### src/rtl/mem_arbiter.sv
// mem_arbiter: round-robin 3-port front end for one memory master; requester buses in (req/rw/addr/len/fifo_*/release_req), grant/done back, one muxed m_* transaction out, m_ready/m_done in, sticky timeout_err/timeout_port watchdog
module mem_arbiter #(
  parameter int NREQ = 3,
  parameter int TIMEOUT = 4096
) (
  input  logic                 clk,
  input  logic                 rst,
  input  logic [NREQ-1:0]      req,
  input  logic [NREQ-1:0]      rw,
  input  logic [64*NREQ-1:0]   addr,
  input  logic [8*NREQ-1:0]    len,
  input  logic [9*NREQ-1:0]    fifo_idx,
  input  logic [64*NREQ-1:0]   fifo_wdata,
  input  logic [NREQ-1:0]      fifo_wen,
  input  logic [NREQ-1:0]      release_req,
  output logic [NREQ-1:0]      gnt,
  output logic [NREQ-1:0]      done,
  output logic                 m_req,
  output logic                 m_rw,
  output logic [63:0]          m_addr,
  output logic [7:0]           m_len,
  output logic [8:0]           m_fifo_idx,
  output logic [63:0]          m_fifo_wdata,
  output logic                 m_fifo_wen,
  output logic                 m_release,
  input  logic                 m_ready,
  input  logic                 m_done,
  output logic                 timeout_err,
  output logic [1:0]           timeout_port
);
  typedef enum logic [1:0] {IDLE, ISSUE, WAIT_DONE} state_t;
  state_t state, state_nx;
  logic [1:0] sel, last_gnt, p1, p2, pick;
  logic lat_rw, busy;
  logic [63:0] lat_addr;
  logic [7:0] lat_len;
  logic [12:0] wd;
  always_comb begin
    p1 = last_gnt == 2'd2 ? 2'd0 : last_gnt + 2'd1;
    p2 = p1 == 2'd2 ? 2'd0 : p1 + 2'd1;
    pick = req[p1] ? p1 : req[p2] ? p2 : last_gnt;
    busy = state != IDLE;
    m_release = state == WAIT_DONE && m_done && release_req[sel];
    state_nx = state == IDLE ? ((m_ready && |req) ? ISSUE : IDLE) :
               state == ISSUE ? WAIT_DONE : (m_release ? IDLE : WAIT_DONE);
    gnt = busy ? NREQ'(1) << sel : '0;
    done = (state == WAIT_DONE && m_done) ? NREQ'(1) << sel : '0;
    m_req = state == ISSUE;
    m_rw = busy && lat_rw;
    m_addr = busy ? lat_addr : '0;
    m_len = busy ? lat_len : '0;
    m_fifo_idx = busy ? fifo_idx[9*sel +: 9] : '0;
    m_fifo_wdata = busy ? fifo_wdata[64*sel +: 64] : '0;
    m_fifo_wen = busy && fifo_wen[sel];
  end
  always_ff @(posedge clk) begin
    if (rst) begin
      state <= IDLE;
      last_gnt <= 2'd2;
      sel <= '0;
      lat_rw <= 1'b0;
      lat_addr <= '0;
      lat_len <= '0;
      wd <= '0;
      timeout_err <= 1'b0;
      timeout_port <= '0;
    end else begin
      state <= state_nx;
      if (state == IDLE && state_nx == ISSUE) begin
        sel <= pick;
        lat_rw <= rw[pick];
        lat_addr <= addr[64*pick +: 64];
        lat_len <= len[8*pick +: 8];
      end
      if (m_release) last_gnt <= sel;
      if (state == ISSUE) wd <= '0;
      else if (state == WAIT_DONE && !m_done && wd != 13'(TIMEOUT)) begin
        wd <= wd + 13'd1;
        if (wd + 13'd1 == 13'(TIMEOUT)) begin
          timeout_err <= 1'b1;
          timeout_port <= sel;
        end
      end
    end
  end
endmodule

### config.mk
export PLATFORM = sky130hd
export DESIGN_NAME = mem_arbiter
export DESIGN_NICKNAME = d
export VERILOG_FILES = /design/src/rtl/mem_arbiter.sv
export SDC_FILE = /design/constraint.sdc
export NUM_CORES = 1
export LEC_CHECK = 0
export ABC_AREA = 0
export CAP_MARGIN = 20
export CORE_AREA = 8 8 230 232
export DETAILED_ROUTE_END_ITERATION = 7
export DIE_AREA = 0 0 238 240
export PLACE_DENSITY = 0.43
export SKIP_LAST_GASP = 1
export SYNTH_ARGS = -nofsm -noshare
export SYNTH_HDL_FRONTEND = slang
export SYNTH_SLANG_ARGS = --single-unit
### constraint.sdc
create_clock -name clk -period 3.5 [get_ports clk]
set_input_delay 0.35 -clock clk [delete_from_list [all_inputs] [get_ports clk]]
set_output_delay 0.35 -clock clk [all_outputs]
set_load 0.01 [all_outputs]
# Word level (Yosys, flattened, before mapping)
# Cells that the tools add are included.
[word_totals] register_bits=95 word_cells=68 inputBits=451 out_inout_bits=158
[classes] multipliers=1 n_reduce_logical=14 bitwise=1 n_lt_le_gt_ge=4 muxes=24 n_addsub=3 shift=5 eq_ne=7
[ops] cell="192-bit by 9-bit variable part select with 64-bit output" n=2
[ops] cell="64-bit 2-to-1 mux" n=2
[ops] cell="27-bit by 7-bit variable part select with 9-bit output" n=1
[ops] cell="24-bit by 6-bit variable part select with 8-bit output" n=1
[ops] cell="2-bit 2-to-1 mux" n=7
[ops] cell="13-bit by 1-bit adder with 13-bit output, second input constant" n=1
[ops] cell="13-bit == test, second input constant" n=1
[ops] cell="13-bit inequality test, second input constant" n=1
[ops] cell="2-bit by 3-bit less-than comparator with 1-bit output, second input constant" n=4
[ops] cell="1-bit binary-select mux with 2-bit select" n=5
[ops] cell="9-bit 2-to-1 mux" n=1
[ops] cell="1-bit logical AND" n=8
[ops] cell="8-bit 2-to-1 mux" n=1
[ops] cell="2-bit == test, second input constant" n=3
[ops] cell="4-bit by 2-bit multiplier with 6-bit output, first input constant" n=1
[ops] cell="1-bit 2-to-1 mux" n=6
[ops] cell="3-bit 2-to-1 mux" n=2
[ops] cell="2-bit by 1-bit adder with 2-bit output, second input constant" n=2
[ops] cell="2-bit by 1-bit == test with 1-bit output, second input constant" n=2
[ops] cell="3-bit AND reduction" n=1
[ops] cell="3-bit OR reduction" n=1
[ops] cell="1-bit by 2-bit << shifter with 3-bit output, first input constant" n=1
[ops] cell="2-bit logical NOT" n=1
[ops] cell="2-bit nonzero test" n=1
[ops] cell="3 further kinds" n=3

# Logic depth before layout (Yosys ltp)
# Gate-level depths: netlist of the first run.
[depth] ltp_word=10 mapped_depth=8 ltp_nobuf=7

# Worst setup path after synthesis of the first run
# OpenSTA, ideal clock, no wires.
[synth_timing] path_type="register to register" start="register wd[0]" end="register wd[9]" setup_slack_ns=1.562 setup_time_ns=0.128 n_path_buf=1 arrival_time_ns=1.811 synth_period_minus_slack_ns=1.938 stages_incl_launch_ff=9 t_required_ns=3.372 path_cell_list="dfxtp_1 -> inv_1 -> ha_1 -> or4b_1 -> o41a_1 -> buf_6 -> nand3_1 -> xor2_1 -> nor2_1"
[synth_via] elab_chain_len=2 word_cells_on_any_way=3 classes_between="1 x add/sub; 1 x eq/ne; 1 x reduce/logical"
[synth_rtl] element="start: declaration" line="37" rtl="logic [12:0] wd;"
[synth_rtl] element="start signal: assignment" line="78" rtl="wd <= wd + 13'd1;"
[synth_rtl] element="parallel branches: the longest is 2 deep, another holds 13-bit by 1-bit adder with 13-bit output"
# Several ways; the timed one is not identified.
# A chain may end at the register's enable or synchronous reset.

# Final worst setup path of the first run
[layout_timing] start="register sel[0]" end="output m_fifo_idx[4]"
[layout_via] elab_chain_len=3
[layout_rtl] element="start: declaration" line="33" rtl="logic [1:0] sel, last_gnt, p1, p2, pick;"
[layout_rtl] element="start signal: assignment" line="70" rtl="sel <= pick;"
[layout_rtl] element="4-bit by 2-bit multiplier with 6-bit output" line="52" rtl="m_fifo_idx = busy ? fifo_idx[9*sel +: 9] : '0;"
[layout_rtl] element="27-bit by 7-bit variable part select with 9-bit output" line="52"
[layout_rtl] element="9-bit 2-to-1 mux" line="52"
[layout_rtl] element="end: declaration" line="22" rtl="output logic [8:0] m_fifo_idx,"
# No other way between the ends.

==> impl_metrics.py, run 1 <==
metrics = {
    "finish": {
        "fill_cells": 5407,
        "layout-drive-gt1-share_pct": 5.733,
        "n_antenna_cell": 0,
        "final_nets": 1948,
        "final_common_cell": "clkdlybuf4s50_1",
        "final_cell_mix": "clkdlybuf4s50_1 (605), nor2_1 (219), mux2i_1 (111), dfxtp_1 (93), a21oi_1 (77)",
        "postLayoutCellArea_um2": 14360,
        "areaGrowthSynthToFinish_pct": 100.2,
        "final_util_pct": 29.04,
    },
    "floorplan": {
        "die_h_um": 240,
        "die-area_um2": 57120,
        "rows": 82,
        "boundaryPins": 609,
        "chipWidth_um": 238,
        "initial_core_util_pct": 14.51,
        "core_um2": 49450,
    },
    "worst_setup_path": {
        "worst-path-max-fanout": 45,
        "crit_type": "reg -> out",
        "r2r_cells": 7,
        "crit_path_start_kind": "flip-flop",
        "endpoint_kind": "primary output",
        "r2r_slack_ns": 1.30,
        "cp.required_ns": 3.15,
        "cp.arrival_ns": 2.87,
        "worstReg2RegStart": "wd[0]",
        "reg2reg_to": "wd[6]",
    },
    "routing": {
        "viasPerCell": 4.253,
        "drtPass1Iterations": 5,
        "drc_errors": 0,
        "drtAntennaViolNets": 0,
        "wl_per_cell_um": 22.42,
        "dr.first_iter.drc_count": 368,
        "drt-total-wl_um": 48700,
        "num_vias": 9238,
    },
    "clock_network": {
        "path_clk_slew_ns": 0.07,
        "numCtsBuffers": 9,
        "clk_latency_ns": 0.37,
        "cts.htree.levels": 3,
        "cts_tree": "done",
        "cts_max_path_buffers": 2,
        "cts_hold_buffers": 0,
        "cts_resized": 0,
        "numClockSinks": 95,
        "post-cts-setup-buffers": 0,
        "ctsRootBufferMaster": "clkbuf_16",
    },
    "timing": {
        "grt_setup_unrepaired": "no",
        "max_slew_margin_pct": 37.64,
        "finClkSkew_ns": 0.008061,
        "setup_viol": 0,
        "tightest_slew_ns": 0.9354,
        "setup_slack_ns": 0.2785,
        "hold_viol_final": 0,
        "timing.fmax_ghz": 0.3104,
        "holdWs_ns": 0.4390,
        "drv_slew": 0,
        "min_period_ns": 3.221,
        "period_share_pct": 92.04,
        "setup_tns_ns": 0,
    },
    "power_and_ir_drop": {
        "irDropWorstVdd_v": 0.0001853,
        "p_leak_nw": 5.068,
        "power_density_nw_per_um2": 281.7,
    },
    "min_path": {
        "min_to": "sel[0]",
        "min_path_type": "in -> reg",
        "whs_path_depth": 2,
        "hp-start": "rst",
    },
    "global_routing": {
        "overflow": 0,
        "groute.usage.overall_pct": 15.99,
        "antenna_found_initial": 1,
        "grt_pass1_wl_um": 68990,
        "grt_pass1_vias": 9849,
        "grt_max_degree": 91,
    },
    "synth": {
        "synthArstFlopShare_pct": 0,
        "yosys_warnings": 0,
        "synth_edf_count": 0,
        "yosysSeqAreaShare_pct": 26.51,
        "synth_area_um2": 7173,
        "syn_inst": 951,
        "synth.distinct_cells": 41,
        "avgSynthCellArea_um2": 7.543,
        "synthesis.nets": 1404,
        "synth-seq-cells": 95,
        "synth-main-ff-cell": "dfxtp_1",
    },
    "run": {
        "maxCapViolations": 0,
    },
    "placement": {
        "post-place-ws_ns": 0.5208,
        "place.port_buffers": 608,
        "gp_congestion": 0.8659,
        "place_hpwl_um": 39380,
        "placed_area_um2": 14030,
    },
    "outcome": {
        "status": "completed",
    },
}
## report_power, final
| group | switching, mW | leakage [nW] | internal, mW | total (mW) |
|---|---|---|---|---|
| sequential | 0.0513 | 0.780 | 1.16 | 1.22 |
| combinational | 0.770 | 4.14 | 0.962 | 1.73 |
| clock | 0.515 | 0.147 | 0.582 | 1.10 |
| total | 1.34 | 5.07 | 2.71 | 4.05 |
## cell families after synthesis
logic type,after synthesis,share of synthesized area (%)
adder cells (fa/ha/maj),2,0.3488
XOR/XNOR,14,1.709
multiplexers,151,21.77
buffers and inverters,98,5.582
AND/OR/NAND/NOR,393,25.78
AO/OA/AOI/OAI,198,18.30
flip-flops,95,26.51
## worst max-delay path by stage
stage          startpoint  slack (ns)       endpoint  depth (start not counted)
6_report           sel[0]        0.28  m_fifo_idx[4]                          6
4_1_cts            sel[0]        0.09  m_fifo_idx[2]                          6
5_1_grt            sel[0]         0.1  m_fifo_idx[2]                          6
2_1_floorplan       wd[0]        1.56          wd[9]                          8
3_3_place_gp       sel[0]        0.54  m_fifo_idx[2]                          6
3_5_place_dp       sel[0]        0.52  m_fifo_idx[2]                          6
## synth_stat cells (13+ instances only)
master      n  share of area, %
nor2_1    220                12
buf_1      17              0.89
o22ai_1    35               3.1
a221oi_1   40               4.9
nor3_1     44               3.1
mux2_2     40               6.3
a21oi_1    77               5.4
dfxtp_1    95                27
nor2b_1    77               6.7
clkbuf_1   59               3.1
buf_2      14              0.98
a22oi_1    33               3.5
xor2_1     13               1.6
mux2i_1   111                15
## critical path, cell delays in order, from the launching register on
cell	delay, ns
dfxtp_4	0.69
buf_12	0.36
mux2i_1	0.24
nor2_1	0.07
a21oi_1	0.38
nor2_1	0.11
clkdlybuf4s50_1	0.57
## layer usage
metal	global-route usage, %	part of all wire (%)
met1	17.15	38
met2	29.82	52
met3	5.707	9.0
met4	3.536	1.3
met5	0	0.018
## registers in the layout, indices dropped and copies added, names as in the netlist
name,flops
lat_len,8
timeout_err,1
lat_rw,1
sel,2
timeout_port,2
state,2
lat_addr,64
wd,13
last_gnt,2
## metrics by stage
stage | instances | power [mW]
floorplan | 951 | 1.921
global placement | 2155 | 3.005
detailed placement | 2155 | 3.003
CTS | 2171 | 4.134
global route | 2172 | 4.276
finish | 2172 | 4.045
## cell type report
cell class	count	area (µm²)	share of cell area, %
repair buffers	625	6344	44.17
multi-input cells	758	4941	34.40
flip-flops and latches	95	1907	13.28
well taps	672	840.8	5.855
clock buffers	11	242.7	1.690
clock inverters	5	63.81	0.4443
inverters	6	22.52	0.1568
Note: power is estimated with default switching activity, not from simulation.
==> inputs of run 2 (changes only) <==
MAX_ROUTING_LAYER = met4   (was unset)
==> impl_metrics.py, run 2 (synthesis gave the netlist of run 1 again) <==
metrics = {
    "outcome": {
        "status": "completed",
    },
    "timing": {
        "finClkSkew_ns": 0.008937,
        "drv_slew": 0,
        "timing.fmax_ghz": 0.3129,
        "max_slew_margin_pct": 36.21,
        "holdWs_ns": 0.4354,
        "tightest_slew_ns": 0.9568,
        "setup_slack_ns": 0.3036,
        "setup_viol": 0,
        "period_share_pct": 91.33,
        "min_period_ns": 3.196,
        "grt_setup_unrepaired": "no",
        "hold_viol_final": 0,
        "setup_tns_ns": 0,
    },
    "routing": {
        "num_vias": 9290,
        "wl_per_cell_um": 22.43,
        "dr.first_iter.drc_count": 365,
        "drc_errors": 0,
        "drt-total-wl_um": 48730,
        "viasPerCell": 4.275,
        "drtAntennaViolNets": 0,
        "drtPass1Iterations": 5,
    },
    "worst_setup_path": {
        "r2r_cells": 7,
        "cp.required_ns": 3.15,
        "cp.arrival_ns": 2.85,
        "crit_path_start_kind": "flip-flop",
        "crit_type": "reg -> out",
        "reg2reg_to": "wd[7]",
        "endpoint_kind": "primary output",
        "worst-path-max-fanout": 45,
        "r2r_slack_ns": 1.29,
        "worstReg2RegStart": "wd[1]",
    },
    "clock_network": {
        "clk_latency_ns": 0.38,
        "ctsRootBufferMaster": "clkbuf_16",
        "post-cts-setup-buffers": 0,
        "cts_max_path_buffers": 2,
        "numClockSinks": 95,
        "cts.htree.levels": 3,
        "path_clk_slew_ns": 0.07,
        "numCtsBuffers": 9,
        "cts_resized": 0,
        "cts_tree": "done",
        "cts_hold_buffers": 0,
    },
    "global_routing": {
        "grt_max_degree": 91,
        "overflow": 0,
        "grt_pass1_vias": 9881,
        "antenna_found_initial": 1,
        "groute.usage.overall_pct": 16.45,
        "grt_pass1_wl_um": 68830,
    },
    "floorplan": {
        "rows": 82,
        "core_um2": 49450,
        "die_h_um": 240,
        "die-area_um2": 57120,
        "boundaryPins": 609,
        "initial_core_util_pct": 14.51,
        "chipWidth_um": 238,
    },
    "finish": {
        "regArea_um2": 1907,
        "multi_input_area_um2": 4941,
        "final_nets": 1948,
        "regMostFlops": "lat_addr",
        "postLayoutCellArea_um2": 14360,
        "largest_reg_flops": 64,
        "final-instance-count-excl-fill": 2173,
        "fill_cells": 5408,
        "areaGrowthSynthToFinish_pct": 100.2,
        "final_common_cell": "clkdlybuf4s50_1",
        "layout-drive-gt1-share_pct": 5.733,
        "final_cell_mix": "clkdlybuf4s50_1 (605), nor2_1 (219), mux2i_1 (111), dfxtp_1 (93), a21oi_1 (77)",
        "top_regs": "lat_addr: 64 flops, wd: 13 flops, lat_len: 8 flops",
        "final_util_pct": 29.05,
    },
    "power_and_ir_drop": {
        "power_density_nw_per_um2": 281.4,
        "p_clk_share_pct": 27.0,
        "internal_power_mw": 2.709,
        "seq_power_share_pct": 30.1,
        "p_total_mw": 4.043,
        "p_sw_share_pct": 32.99,
        "power.switching_mw": 1.333,
        "irDropWorstVdd_v": 0.0001841,
        "p_leak_nw": 5.068,
        "pwr-share-comb_pct": 42.9,
    },
    "placement": {
        "place_hpwl_um": 39380,
        "gp_congestion": 0.8800,
        "post-place-ws_ns": 0.5208,
        "place.port_buffers": 608,
        "dp.cells": 2155,
        "placed_area_um2": 14030,
    },
    "min_path": {
        "min_path_type": "in -> reg",
        "min_to": "sel[0]",
        "hp-start": "rst",
        "whs_path_depth": 2,
    },
    "run": {
        "maxCapViolations": 0,
    },
}
## run 2: worst max-delay path by stage
stage	start	endpoint	slack [ns]	cells after the start
final	sel[0]	m_fifo_idx[4]	0.30	6
after global routing	sel[0]	m_fifo_idx[2]	0.10	6
after CTS	sel[0]	m_fifo_idx[2]	0.09	6
after detailed placement	sel[0]	m_fifo_idx[2]	0.52	6
after global placement	sel[0]	m_fifo_idx[2]	0.54	6
after floorplan	wd[0]	wd[9]	1.56	8
## run 2: per-layer routing
metal | share of wire (%) | vias up | global-route usage [%] | wire [µm]
li1 | - | 4466 | - | -
met1 | 39 | 4369 | 17.40 | 18800
met2 | 52 | 426 | 29.89 | 25290
met3 | 8.2 | 29 | 5.329 | 4002
met4 | 1.3 | 0 | 3.294 | 640
met5 | 0 | - | - | 0
## run 2: critical path, stage by stage, from the launching register on
cell	delay, ns
dfxtp_4	0.69
buf_12	0.37
mux2i_1	0.24
nor2_1	0.07
a21oi_1	0.38
nor2_1	0.11
clkdlybuf4s50_1	0.57
## run 2: area by class of cell
cell class | count | area share, %
repair buffers | 625 | 44.16
multi-input cells | 758 | 34.40
flip-flops and latches | 95 | 13.28
well taps | 672 | 5.854
clock buffers | 11 | 1.690
clock inverters | 5 | 0.4443
inverters | 6 | 0.1568
diodes | 1 | 0.01742
## run 2: power groups by stage
stage | clock network (mW) | logic (mW) | registers [mW]
floorplan | 0 | 0.705 | 1.22
global placement | 0 | 1.76 | 1.24
detailed placement | 0 | 1.76 | 1.24
CTS | 1.15 | 1.77 | 1.22
global route | 1.18 | 1.87 | 1.23
finish | 1.09 | 1.73 | 1.22
==> inputs of run 3 (changes only) <==
SKIP_CTS_REPAIR_TIMING = 1   (was unset)
==> results of run 3 <==
Same layout as run 2: the final DEF is identical, and so are final timing and power.
